===== src/rtl/monitor_verdict_fifo.sv =====
`default_nettype none
// ============================================================================
// Module   : monitor_verdict_fifo
// Purpose  : Captures monitor stream values on each eval pulse into a small
//            FIFO, drains them over valid/ready, counts dropped entries.
// Revision : 1.0 - initial release
// ============================================================================
module monitor_verdict_fifo #(
    parameter int DATA_W = 32,
    parameter int DEPTH  = 8,
    parameter int ADDR_W = 3,
    parameter int CNT_W  = 16
) (
    input  logic                  clk,
    input  logic                  rst,
    input  logic                  en,
    input  logic                  in_valid,
    input  logic [DATA_W-1:0]     in_s0,
    input  logic [DATA_W-1:0]     in_s1,
    input  logic [DATA_W-1:0]     in_s2,
    input  logic [DATA_W-1:0]     in_s3,
    output logic                  out_valid,
    input  logic                  out_ready,
    output logic [4*DATA_W-1:0]   out_data,
    output logic [ADDR_W:0]       level,
    output logic                  overflow,
    output logic [CNT_W-1:0]      drop_count
);

    localparam logic [ADDR_W:0] LVL_FULL = (ADDR_W+1)'(DEPTH);

    logic [4*DATA_W-1:0] mem_q [DEPTH];
    logic [ADDR_W-1:0]   wr_ptr_q, wr_ptr_d;
    logic [ADDR_W-1:0]   rd_ptr_q, rd_ptr_d;
    logic [ADDR_W:0]     level_q, level_d;
    logic                overflow_q, overflow_d;
    logic [CNT_W-1:0]    drop_count_q, drop_count_d;

    logic w_push, w_pop, w_full, w_accept, w_drop;

    assign w_push   = en & in_valid;
    assign w_pop    = (level_q != '0) & out_ready;
    assign w_full   = (level_q == LVL_FULL);
    // A full FIFO still accepts when the head leaves in the same cycle.
    assign w_accept = w_push & (~w_full | w_pop);
    assign w_drop   = w_push & w_full & ~w_pop;

    always_comb begin
        wr_ptr_d     = wr_ptr_q;
        rd_ptr_d     = rd_ptr_q;
        level_d      = level_q;
        overflow_d   = overflow_q;
        drop_count_d = drop_count_q;
        if (w_accept) begin
            wr_ptr_d = wr_ptr_q + 1'b1;
        end
        if (w_pop) begin
            rd_ptr_d = rd_ptr_q + 1'b1;
        end
        case ({w_accept, w_pop})
            2'b10:   level_d = level_q + 1'b1;
            2'b01:   level_d = level_q - 1'b1;
            default: level_d = level_q;
        endcase
        if (w_drop) begin
            overflow_d = 1'b1;
            if (drop_count_q != '1) begin
                drop_count_d = drop_count_q + 1'b1;
            end
        end
    end

    always_ff @(posedge clk or posedge rst) begin
        if (rst) begin
            wr_ptr_q     <= '0;
            rd_ptr_q     <= '0;
            level_q      <= '0;
            overflow_q   <= 1'b0;
            drop_count_q <= '0;
        end else begin
            wr_ptr_q     <= wr_ptr_d;
            rd_ptr_q     <= rd_ptr_d;
            level_q      <= level_d;
            overflow_q   <= overflow_d;
            drop_count_q <= drop_count_d;
        end
    end

    // Storage is intentionally left out of reset.
    always_ff @(posedge clk) begin
        if (w_accept) begin
            mem_q[wr_ptr_q] <= {in_s3, in_s2, in_s1, in_s0};
        end
    end

    assign out_valid  = (level_q != '0);
    assign out_data   = mem_q[rd_ptr_q];
    assign level      = level_q;
    assign overflow   = overflow_q;
    assign drop_count = drop_count_q;

endmodule
`default_nettype wire

===== config.mk =====
export PLATFORM = sky130hd
export DESIGN_NAME = monitor_verdict_fifo
export DESIGN_NICKNAME = d
export VERILOG_FILES = /design/src/rtl/monitor_verdict_fifo.sv
export SDC_FILE = /design/constraint.sdc
export NUM_CORES = 1
export LEC_CHECK = 0
export ABC_AREA = 1
export BUFFER_PORTS_ARGS = -buffer_cell sky130_fd_sc_hd__buf_2
export CAP_MARGIN = 20
export CORE_MARGIN = 1
export CORE_UTILIZATION = 65
export DETAILED_ROUTE_END_ITERATION = 6
export HOLD_SLACK_MARGIN = 0.02
export PLACE_DENSITY = 0.86
export SYNTH_ARGS = -nofsm -noshare
export SYNTH_HDL_FRONTEND = slang
export SYNTH_SLANG_ARGS = --single-unit

===== constraint.sdc =====
create_clock -name clk -period 16.43 [get_ports clk]
set_input_delay 1.643 -clock clk [delete_from_list [all_inputs] [get_ports clk]]
set_output_delay 1.643 -clock clk [all_outputs]
set_load 0.01 [all_outputs]

; After elaboration in Yosys (flattened, before gate mapping)
; Memories as Yosys holds them, arrays and structs flattened.
; Index checks and enable logic that the tools add are counted.
[word_totals]
register_bits = 27
ram_bits = 1024
in_bits = 133
output_inout_bits = 150
wordCells = 29
n_memories = 1
[memory_table]
columns = memory, depth, word_bits, rd, rd_ports_with_merged_regs, wr, line_no
row1 = mem_q, 8, 128, 1, 0, 1, 32  ; logic [4*DATA_W-1:0] mem_q [DEPTH];
[op_classes]
addsub = 5
eq_ne = 4
n_mux = 3
n_bitwise = 8
n_reduce_logical = 3
[ops]
columns = cell, count
row1 = $add 16x1->16 const B, 1
row2 = $ne 16x16->1 const B, 1
row3 = $pmux 4 s2, 1
row4 = $add 3x1->3 const B, 2
row5 = $and 1x1->1, 5
row6 = $add 4x1->4 const B, 1
row7 = $eq 4x4->1 const B, 1
row8 = $reduce_bool 4->1, 1
row9 = $sub 4x1->4 const B, 1
row10 = $eq 2x1->1 const B, 1
row11 = $eq 2x2->1 const B, 1
row12 = $mux 1, 2
row13 = $not 1->1, 2
row14 = $reduce_and 2->1, 1
row15 = $reduce_bool 2->1, 1
row16 = $or 1x1->1, 1

; Depth between registers and ports, before layout
[depth]
ltp_word = 6
mapped_depth = 13

; Worst setup path after synthesis
; No wires, ideal clock.
[synth_timing]
path_kind = input -> register
start = input out_ready
end = memory mem_q[0][0] (netlist bit), enable pin
arrival_ns = 7.739
required_time_ns = 15.813
path_slack_ns = 8.074
stages = 6
n_path_buf = 1
path_cell_list = clkbuf_1 -> nor2_1 -> nand2_1 -> nand2_1 -> or2_2 -> nor2_1
[synth_between]
elab_chain_cells = 5
[synth_rtl]
columns = item, line_no
row1 = start: declaration, 23  ; input logic out_ready,
row2 = $and 1x1->1, 42  ; assign w_pop = (level_q != '0) & out_ready;
row3 = $or 1x1->1, 45  ; assign w_accept = w_push & (~w_full | w_pop);
row4 = $and 1x1->1, 45
row5 = $mux 1, 91  ; if (w_accept) begin
row6 = $mux 1 (not written as such), 92  ; mem_q[wr_ptr_q] <= {in_s3, in_s2, in_s1, in_s0};
row7 = end: declaration, 32
; No other way between the ends.

; Final worst setup path
[layout_timing]
start = register rd_ptr_q[0]
end = output out_data[71]
[layout_between]
elab_chain_cells = 1
[layout_rtl]
columns = item, line_no
row1 = start: declaration, 34  ; logic [ADDR_W-1:0] rd_ptr_q, rd_ptr_d;
row2 = start signal: assignment, 82  ; rd_ptr_q <= rd_ptr_d;
row3 = $mem_v2 8x128, -
row4 = end: declaration, 24  ; output logic [4*DATA_W-1:0] out_data,
; No other way between the ends.

==> flow_summary.ini <==
[sta]
worst_pin_slew_ns = 1.22
slew_headroom_pct = 18.5
worst_slack_ns = 9.50
timing.fmax_mhz = 144
final-setup-viol-count = 0
maxSlewViolCount = 0
finalCriticalPeriod_ns = 6.93
clock_skew_ns = 0.0201
finalHoldViolCount = 0
finalSetupTns_ns = 0
grt_setup_unrepaired = false
timing.final.crit_share_pct = 42.2

[cts]
clockBufferDepth = 3
h-tree-depth = 3
cts_root_buffer = clkbuf_16
insertion_delay_ns = 0.66
path_clk_slew_ns = 0.06
clock-sinks = 1051
post_cts_buffers = 0
cts_inserted_buffers = 100
cts_tree = yes
cts_hold_buffers = 0
cts-resized-gates = 0

[detailed_routing]
via_count = 26400
drtAntennaViolNets = 0
avgViaCountPerCell = 6.00
drc_errors = 0
wl_per_cell_um = 21.0
first_pass_iters = 6
first_iter_violations = 3367
wl_um = 92100

[synth]
yosys-top-cells-area = edfxtp_1 74%, nor2_1 6.0%, nand2_1 4.3%, o21ai_0 3.8%, o21ai_1 2.5%
synth.distinct_cells = 28
synth_seq_cells = 1051
synthFlopType = edfxtp_1
async_reset_ff_share_pct = 2.57
synth_top_area_share_pct = 74.2
yosysSeqAreaShare_pct = 75.8
synth_warnings = 0
synthCells = 3242
syn-num-nets = 3379
syn_area_mm2 = 0.0415
yosysTopAreaCell = edfxtp_1
synth_edf_count = 1024
avgSynthCellArea_um2 = 12.8

[setup_path]
cp-end-kind = output pin
path_max_fanout = 104
cp.required_ns = 14.79
worstSetupPathType = reg -> out
endpoint = out_data[71]
r2r_start = level[0]
startpoint = rd_ptr_q[0]
cp-start-kind = register
reg2regPathDepth = 10
worst-endpoint-arrival_ns = 5.28
r2r-end = mem_q[5][26]
regToRegSetupSlack_ns = 12.09

[die]
fp-row-count = 92
io_pins = 283
initial_core_util_pct = 65.7
die_area_mm2 = 0.0648
die_w_um = 255
die_h_um = 255
core-area_mm2 = 0.0631

[global_routing]
grt_max_degree = 315
grt_pass1_vias = 24800
antenna_found_initial = 11
grt_util_all_layers_pct = 27.9
grt_overflow = 0
grt_pass1_wl_um = 137000

[placement]
preCtsSetupSlack_ns = 10.36
place_congestion = 0.775
dp_hpwl_um = 45500
numPortBuffers = 282

[run]
maxCapViolCount = 0

[worst_hold_path]
min_path_cells = 1
hold_class = reg -> reg

[layout]
utilization_pct = 73.3
drive_gt1_share_pct = 13.2
area_delta_synth_final_pct = 11.6
layout_common_cells = 1024 x edfxtp_1, 654 x nor2_1, 470 x nand2_1, 317 x o21ai_0, 282 x buf_2
layout.nets = 3598
final_common_cell = edfxtp_1

[status]
status = complete, no violations

[power_and_ir_drop]
power.density_mw_per_mm2 = 175
leakagePower_nw = 16.2
ir_drop_uv = 218
## kinds of logic (layout without fill, tap and decap cells)
logic type               count (synthesis)  after routing  share of synthesized area, %
AND/OR/NAND/NOR                       1163           1163                          10.7
flip-flops                            1051           1051                          75.8
AO/OA/AOI/OAI                          780            780                          9.80
buffers and inverters                  230            527                          3.34
XOR/XNOR                                14             14                         0.296
adder cells (fa/ha/maj)                  4              4                         0.121
other                                    0             11                             0
## layer usage
metal	vias to the layer above	share of wire (%)	track usage, %
met5	-	0.038	0
met4	6	2.8	10.8
met3	209	8.6	5.18
met2	1276	51	47.1
met1	12800	38	36.4
li1	12100	-	-
## worst max-delay path, cell delays in order, from the launching register on
cell     delay [ns]
dfrtp_4        0.75
buf_4          0.80
buf_4          0.88
buf_4          0.93
o21ai_0        0.35
o21ai_1        0.26
a21oi_1        0.07
a31oi_1        0.21
buf_2          0.18
## worst min-delay path by stage
stage,end,slack (ns),startpoint
after global placement,overflow,0.46,overflow
final,overflow,0.51,overflow
after detailed placement,overflow,0.48,overflow
after global routing,overflow,0.52,overflow
after CTS,overflow,0.50,overflow
after floorplan,wr_ptr_q[0],0.49,wr_ptr_q[0]
## Yosys cell counts (2+ instances only)
| library cell | n |
|---|---|
| edfxtp_1 | 1024 |
| nor2_1 | 662 |
| nand2_1 | 470 |
| o21ai_0 | 317 |
| o21ai_1 | 205 |
| a21oi_1 | 130 |
| a31oi_1 | 128 |
| clkbuf_1 | 91 |
| buf_6 | 47 |
| dfrtp_1 | 27 |
| buf_2 | 26 |
| inv_1 | 26 |
| buf_4 | 19 |
| nand3_1 | 16 |
| xor2_1 | 10 |
| buf_1 | 9 |
| nor3_1 | 6 |
| clkbuf_2 | 5 |
| ha_1 | 4 |
| nand4_1 | 4 |
| xnor2_1 | 4 |
| buf_12 | 2 |
| buf_8 | 2 |
| inv_2 | 2 |
| nand3b_1 | 2 |
| or2_2 | 2 |
## per-stage QoR
stage | power (mW) | cells | cell area (µm²) | hold slack, ns
2_1_floorplan | 5.11 | 3242 | 41500 | 0.492
3_3_place_gp | 5.77 | 4202 | 43000 | 0.461
3_5_place_dp | 5.85 | 4202 | 43000 | 0.483
4_1_cts | 8.06 | 4382 | 46200 | 0.496
5_1_grt | 8.44 | 4392 | 46300 | 0.515
6_report | 8.07 | 4396 | 46300 | 0.508
## cell type report
| class | instances | area (µm²) |
|---|---|---|
| Clock buffer | 130 | 2650 |
| Antenna cell | 11 | 27.5 |
| Clock inverter | 50 | 517 |
| Sequential cell | 1051 | 31400 |
| Inverter | 29 | 135 |
| Tap cell | 846 | 1060 |
| Fill cell | 3805 | 16800 |
| Timing Repair Buffer | 318 | 1730 |
| Multi-Input combinational cell | 1961 | 8710 |
## report_power, final
group	total [mW]	internal (mW)	switching, mW
clock network	2.22	1.27	0.951
registers	3.23	3.14	0.0922
logic	2.62	0.778	1.85
## state kept, by name (all words and copies together) (netlist names)
signal and count:
wr_ptr_q 3, rd_ptr_q 3, overflow 1, drop_count 16
level 4, mem_q 1024
No activity file was read; power rests on OpenSTA's default activity.
